### src/rtl/uart_block_bridge.sv
// uart_block_bridge
// Host-side adapter between a UART rx/tx pair and a 128-bit block core.
// RX path: packs 16 received bytes (first byte lands in [127:120]) into blk_out
// and holds it on a valid/ready handshake, discarding stale partial frames.
// TX path: takes a 128-bit result and feeds it MSB byte first into the
// transmitter, pacing on tx_busy. The two paths share nothing but the clock.
module uart_block_bridge #(
    parameter int TIMEOUT_CYCLES = 1000000
) (
    input  logic         clock,
    input  logic         reset_n,
    input  logic         rx_rdy,
    input  logic [7:0]   rx_data,
    output logic         rx_rdy_clr,
    input  logic         tx_busy,
    output logic         tx_wr_en,
    output logic [7:0]   tx_din,
    output logic [127:0] blk_out,
    output logic         blk_out_valid,
    input  logic         blk_out_ready,
    input  logic [127:0] res_in,
    input  logic         res_valid,
    output logic         res_ready,
    output logic         frame_drop
);

    // Counter wide enough to hold TIMEOUT_CYCLES; a zero timeout disables the check.
    localparam int            TW      = (TIMEOUT_CYCLES > 1) ? $clog2(TIMEOUT_CYCLES + 1) : 1;
    localparam bit            TO_EN   = (TIMEOUT_CYCLES != 0);
    localparam logic [TW-1:0] TO_LAST = (TIMEOUT_CYCLES > 0) ? TW'(TIMEOUT_CYCLES - 1) : '0;

    typedef enum logic [1:0] {
        RX_COLLECT,
        RX_GUARD,
        RX_FULL
    } rx_state_t;

    typedef enum logic [1:0] {
        TX_IDLE,
        TX_LOAD,
        TX_HOLD,
        TX_WAIT
    } tx_state_t;

    logic [1:0]    rst_sync;
    logic          rst_n;

    rx_state_t     rx_state;
    logic [3:0]    byte_cnt;
    logic [TW-1:0] to_cnt;

    tx_state_t     tx_state;
    logic [127:0]  tx_shift;
    logic [3:0]    tx_cnt;

    // Reset synchronizer: assertion is immediate, release is aligned to the clock.
    always_ff @(posedge clock or negedge reset_n) begin
        if (!reset_n) rst_sync <= 2'b00;
        else          rst_sync <= {rst_sync[0], 1'b1};
    end

    assign rst_n = rst_sync[1];

    // RX: capture bytes, assemble the block, expire stale partial frames.
    always_ff @(posedge clock or negedge rst_n) begin
        if (!rst_n) begin
            rx_state      <= RX_COLLECT;
            blk_out       <= '0;
            blk_out_valid <= 1'b0;
            byte_cnt      <= '0;
            to_cnt        <= '0;
            rx_rdy_clr    <= 1'b0;
            frame_drop    <= 1'b0;
        end else begin
            rx_rdy_clr <= 1'b0;
            frame_drop <= 1'b0;
            case (rx_state)
                RX_COLLECT: begin
                    // A capture always beats a timeout expiring in the same cycle.
                    if (rx_rdy) begin
                        blk_out    <= {blk_out[119:0], rx_data};
                        rx_rdy_clr <= 1'b1;
                        byte_cnt   <= byte_cnt + 4'd1;
                        to_cnt     <= '0;
                        if (byte_cnt == 4'd15) begin
                            blk_out_valid <= 1'b1;
                            rx_state      <= RX_FULL;
                        end else begin
                            rx_state <= RX_GUARD;
                        end
                    end else if (TO_EN && byte_cnt != 4'd0) begin
                        if (to_cnt == TO_LAST) begin
                            byte_cnt   <= '0;
                            to_cnt     <= '0;
                            frame_drop <= 1'b1;
                        end else begin
                            to_cnt <= to_cnt + 1'b1;
                        end
                    end
                end
                // Receiver drops rdy one cycle after the clr pulse; skip that stale cycle.
                RX_GUARD: rx_state <= RX_COLLECT;
                // Block held stable; pending bytes wait in the receiver.
                RX_FULL: begin
                    if (blk_out_ready) begin
                        blk_out_valid <= 1'b0;
                        rx_state      <= RX_COLLECT;
                    end
                end
                default: rx_state <= RX_COLLECT;
            endcase
        end
    end

    // TX: accept a result and push it out byte by byte, MSB first.
    always_ff @(posedge clock or negedge rst_n) begin
        if (!rst_n) begin
            tx_state  <= TX_IDLE;
            tx_shift  <= '0;
            tx_cnt    <= '0;
            tx_wr_en  <= 1'b0;
            tx_din    <= '0;
            res_ready <= 1'b1;
        end else begin
            tx_wr_en <= 1'b0;
            case (tx_state)
                TX_IDLE: begin
                    if (res_valid && res_ready) begin
                        tx_shift  <= res_in;
                        tx_cnt    <= '0;
                        res_ready <= 1'b0;
                        tx_state  <= TX_LOAD;
                    end
                end
                // Only load once the transmitter is free.
                TX_LOAD: begin
                    if (!tx_busy) begin
                        tx_din   <= tx_shift[127:120];
                        tx_wr_en <= 1'b1;
                        tx_state <= TX_HOLD;
                    end
                end
                // Give the transmitter a cycle to raise busy before we look at it.
                TX_HOLD: tx_state <= TX_WAIT;
                TX_WAIT: begin
                    if (!tx_busy) begin
                        tx_shift <= {tx_shift[119:0], 8'h00};
                        tx_cnt   <= tx_cnt + 4'd1;
                        if (tx_cnt == 4'd15) begin
                            res_ready <= 1'b1;
                            tx_state  <= TX_IDLE;
                        end else begin
                            tx_state <= TX_LOAD;
                        end
                    end
                end
                default: tx_state <= TX_IDLE;
            endcase
        end
    end

endmodule

### config.mk
export PLATFORM = sky130hd
export DESIGN_NAME = uart_block_bridge
export DESIGN_NICKNAME = d
export VERILOG_FILES = /design/src/rtl/uart_block_bridge.sv
export SDC_FILE = /design/constraint.sdc
export NUM_CORES = 1
export LEC_CHECK = 0
export CORE_MARGIN = 10
export CORE_UTILIZATION = 55
export CTS_CLUSTER_SIZE = 12
export DETAILED_ROUTE_END_ITERATION = 7
export PLACE_DENSITY = 0.93
export SETUP_SLACK_MARGIN = 0.05
export SYNTH_ARGS = -nofsm -noshare
export SYNTH_HDL_FRONTEND = slang
export SYNTH_SLANG_ARGS = --single-unit
### constraint.sdc
create_clock -name clock -period 23.6 [get_ports clock]
set_input_delay 7.08 -clock clock [delete_from_list [all_inputs] [get_ports clock]]
set_output_delay 7.08 -clock clock [all_outputs]
set_load 0.005 [all_outputs]
==> flow_metrics.tcl <==
set metrics [dict create \
    synthTopCellsByArea "dfrtp_1 58%, nand2_1 16%, mux2i_1 9.3%" \
    status "complete, no violations" \
    cp-end-kind "flip-flop" \
    regArea_um2 7590 \
    synth_top_cell_area_share_pct 58.4 \
    maxCapViolations 0 \
    die_w_um 173 \
    worst_pin_slew_ns 1.23 \
    post_cts_buffers 0 \
    core_area_um2 23300 \
    grt_max_degree 129 \
    syn_inst 1337 \
    path_class "in2reg" \
    start_util_pct 55.4 \
    hold_violations 0 \
    htree_levels 1 \
    min_path_type "reg2reg" \
    cellPowerDensity_nw_per_um2 91.3 \
    synthArstFlopShare_pct 100 \
    critPathArrivalTime_ns 10.10 \
    dieHeight_um 173 \
    start_kind "input pin" \
    crit_path_top_delay_cell "buf_4" \
    final.setup.worst_slack_ns 13.88 \
    insertion_delay_ns 0.55 \
    drtPass1Iterations 7 \
    critical_path.max_fanout 128 \
    vias 10400 \
    crit_path_max_incr_delay_ns 0.91 \
    final_cells 1919 \
    multi_input_area_um2 5030 \
    port_buffers 282 \
    fillers 1583 \
    clockBufferDepth 3 \
    place_ws_ns 13.39 \
    fin_crit_ns 9.72 \
    post_cts_resized 0 \
    finalCritPeriodShare_pct 41.2 \
    yosys.area.top_type "dfrtp_1" \
    hpwl_um 24600 \
    area_delta_synth_final_pct 30.2 \
    final_common_cell "nand2_1" \
    ys.flop_type "dfrtp_1" \
    setup_viol_count_final 0 \
    final_nets 1729 \
    slew_viol_final 0 \
    rsz0062_at_grt "false" \
    dp_cells 1866 \
    grt_pass1_wl_um 57000 \
    cp_num_buf_inv 2 \
    via_per_inst 5.43 \
    synth_edf_count 0 \
    yosysSeqAreaShare_pct 58.6 \
    cp_top_family "compound AO/OA/AOI/OAI gates" \
    wl_per_cell_um 18.6 \
    clock_sinks 303 \
    slew_headroom_pct 17.7 \
    layout-drive-gt1-share_pct 4.82 \
    clk_pin_slew_worst_paths_ns 0.06 \
    reg2reg_depth 4 \
    wl_um 35700 \
    grt_pass1_vias 10600 \
    tns_ns 0 \
    cts_tree "done" \
    postCtsHoldBufs 0 \
    ys_ff_latch 303 \
    drtAntennaViolNets 0 \
    whs_path_depth 0 \
    root_buffer "clkbuf_16" \
    antenna_found_initial 6 \
    layout_common_cells "537 x nand2_1, 301 x dfrtp_1, 282 x clkdlybuf4s50_1, 138 x o21ai_0, 120 x mux2i_1" \
    synth_area_um2 12900 \
    die-area_um2 30100 \
    leakage_nw 7.71 \
    path_cells "clkdlybuf4s50_1 > a21boi_1 > a211o_4 > buf_4 > o21ai_0" \
    syn_avg_cell_area_um2 9.68 \
    first_iter_violations 1020 \
    overflow 0 \
    crit_cells 5 \
    syn_nets 1486 \
    place.gp.congestion 0.835 \
    num_io_pins 283 \
    cts_inserted_buffers 31 \
    ys_warn_count 0 \
    skew_ns 0.0120 \
    drc 0 \
    grt_use_total_pct 23.0 \
    worstPathRequired_ns 23.97 \
    yosysUniqueCellTypes 56 \
    ir_drop_mv 0.0963 \
    std_cell_rows 56 \
    clock.fmax_mhz 103 \
]
[path summary, 6_finish.rpt]
path	from	end	slack, ns
setup / recovery	res_valid	tx_shift[54]	13.88
setup reg to reg	tx_state[0]	tx_shift[54]	19.86
hold reg to reg	rst_sync[0]	rst_sync[1]	0.36
max in group asynchronous	reset_n	rst_sync[1]	16.78
min in group asynchronous	rst_sync[1]	blk_out[41]	0.47
hold / removal	rst_sync[0]	rst_sync[1]	0.36
[registers in the layout, summed over array words and instances, names as in the netlist]
name and flops:
res_ready 1, rst_sync 2, rx_state 2, to_cnt 20
blk_out 128, tx_state 2, tx_shift 128, frame_drop 1
rx_rdy_clr 1, blk_out_valid 1, byte_cnt 4, tx_wr_en 1
tx_cnt 4, tx_din 8
[metal layers]
metal  routed length [um]  vias up  global-route usage (%)
met2                17700      355                    38.9
li1                     -     4903                       -
met5                   22        -                       0
met4                 1100        4                    7.11
met3                 2980       73                    7.56
met1                13900     5085                    27.3
[kinds of logic (layout without fill, tap and decap cells)]
logic type                 after synthesis  after routing  share of synthesized area [%]
xor gates and xnor gates                 1              1                         0.0677
AOI/OAI and AO/OA                      178            178                           7.56
muxes                                  131            131                           10.2
other                                    1              4                         0.0290
and+or+nand+nor                        626            626                           20.0
adders and majority gates                7              7                          0.677
DFF                                    303            303                           58.6
buffers and inverters                   90            350                           2.79
[power breakdown]
part / switching (mW) / internal (mW) / leakage (nW) / total, mW
Sequential: 0.0897 / 0.623 / 3.82 / 0.713
Combinational: 0.170 / 0.211 / 3.44 / 0.381
Clock: 0.192 / 0.251 / 0.448 / 0.443
[stage by stage]
| step | power, mW | cell area [um^2] | util, % | hold WS, ns |
|---|---|---|---|---|
| after floorplan | 0.831 | 12900 | - | 0.331 |
| after global placement | 1.08 | 15900 | 68.3 | 0.343 |
| after detailed placement | 1.10 | 15900 | 68.3 | 0.342 |
| after CTS | 1.55 | 16800 | 72.1 | 0.364 |
| after global routing | 1.62 | 16800 | 72.2 | 0.377 |
| final | 1.54 | 16800 | 72.2 | 0.364 |
[area by class of cell]
class                   count  area share, %
multi-input cells         944           29.9
inverters                  11          0.253
clock inverters             7          0.230
diodes                      3         0.0446
clock buffers              43           5.11
repair buffers            289           17.1
flip-flops and latches    303           45.1
well taps                 319           2.37
[synth_stat cells (2+ instances only)]
cell type and number:
nand3_1 13, or2_2 3, o211ai_1 3, or3_1 8, a2111oi_0 2, or4_1 3
o41ai_1 6, or4b_1 3, nor2_1 14, o21bai_1 2, mux2i_1 120, nand4_1 7
ha_1 7, inv_1 10, nand3b_1 10, nor4b_1 2, o21ai_0 138, or4b_2 2
dfrtp_1 302, a22o_1 5, buf_1 6, nand2_1 538, and2_1 2, clkbuf_1 60
buf_2 12, and3_1 3, and4_1 2, nor2b_1 4, mux2_2 11, a21oi_1 12
nor3_1 2
No activity file was read; power rests on OpenSTA's default activity.
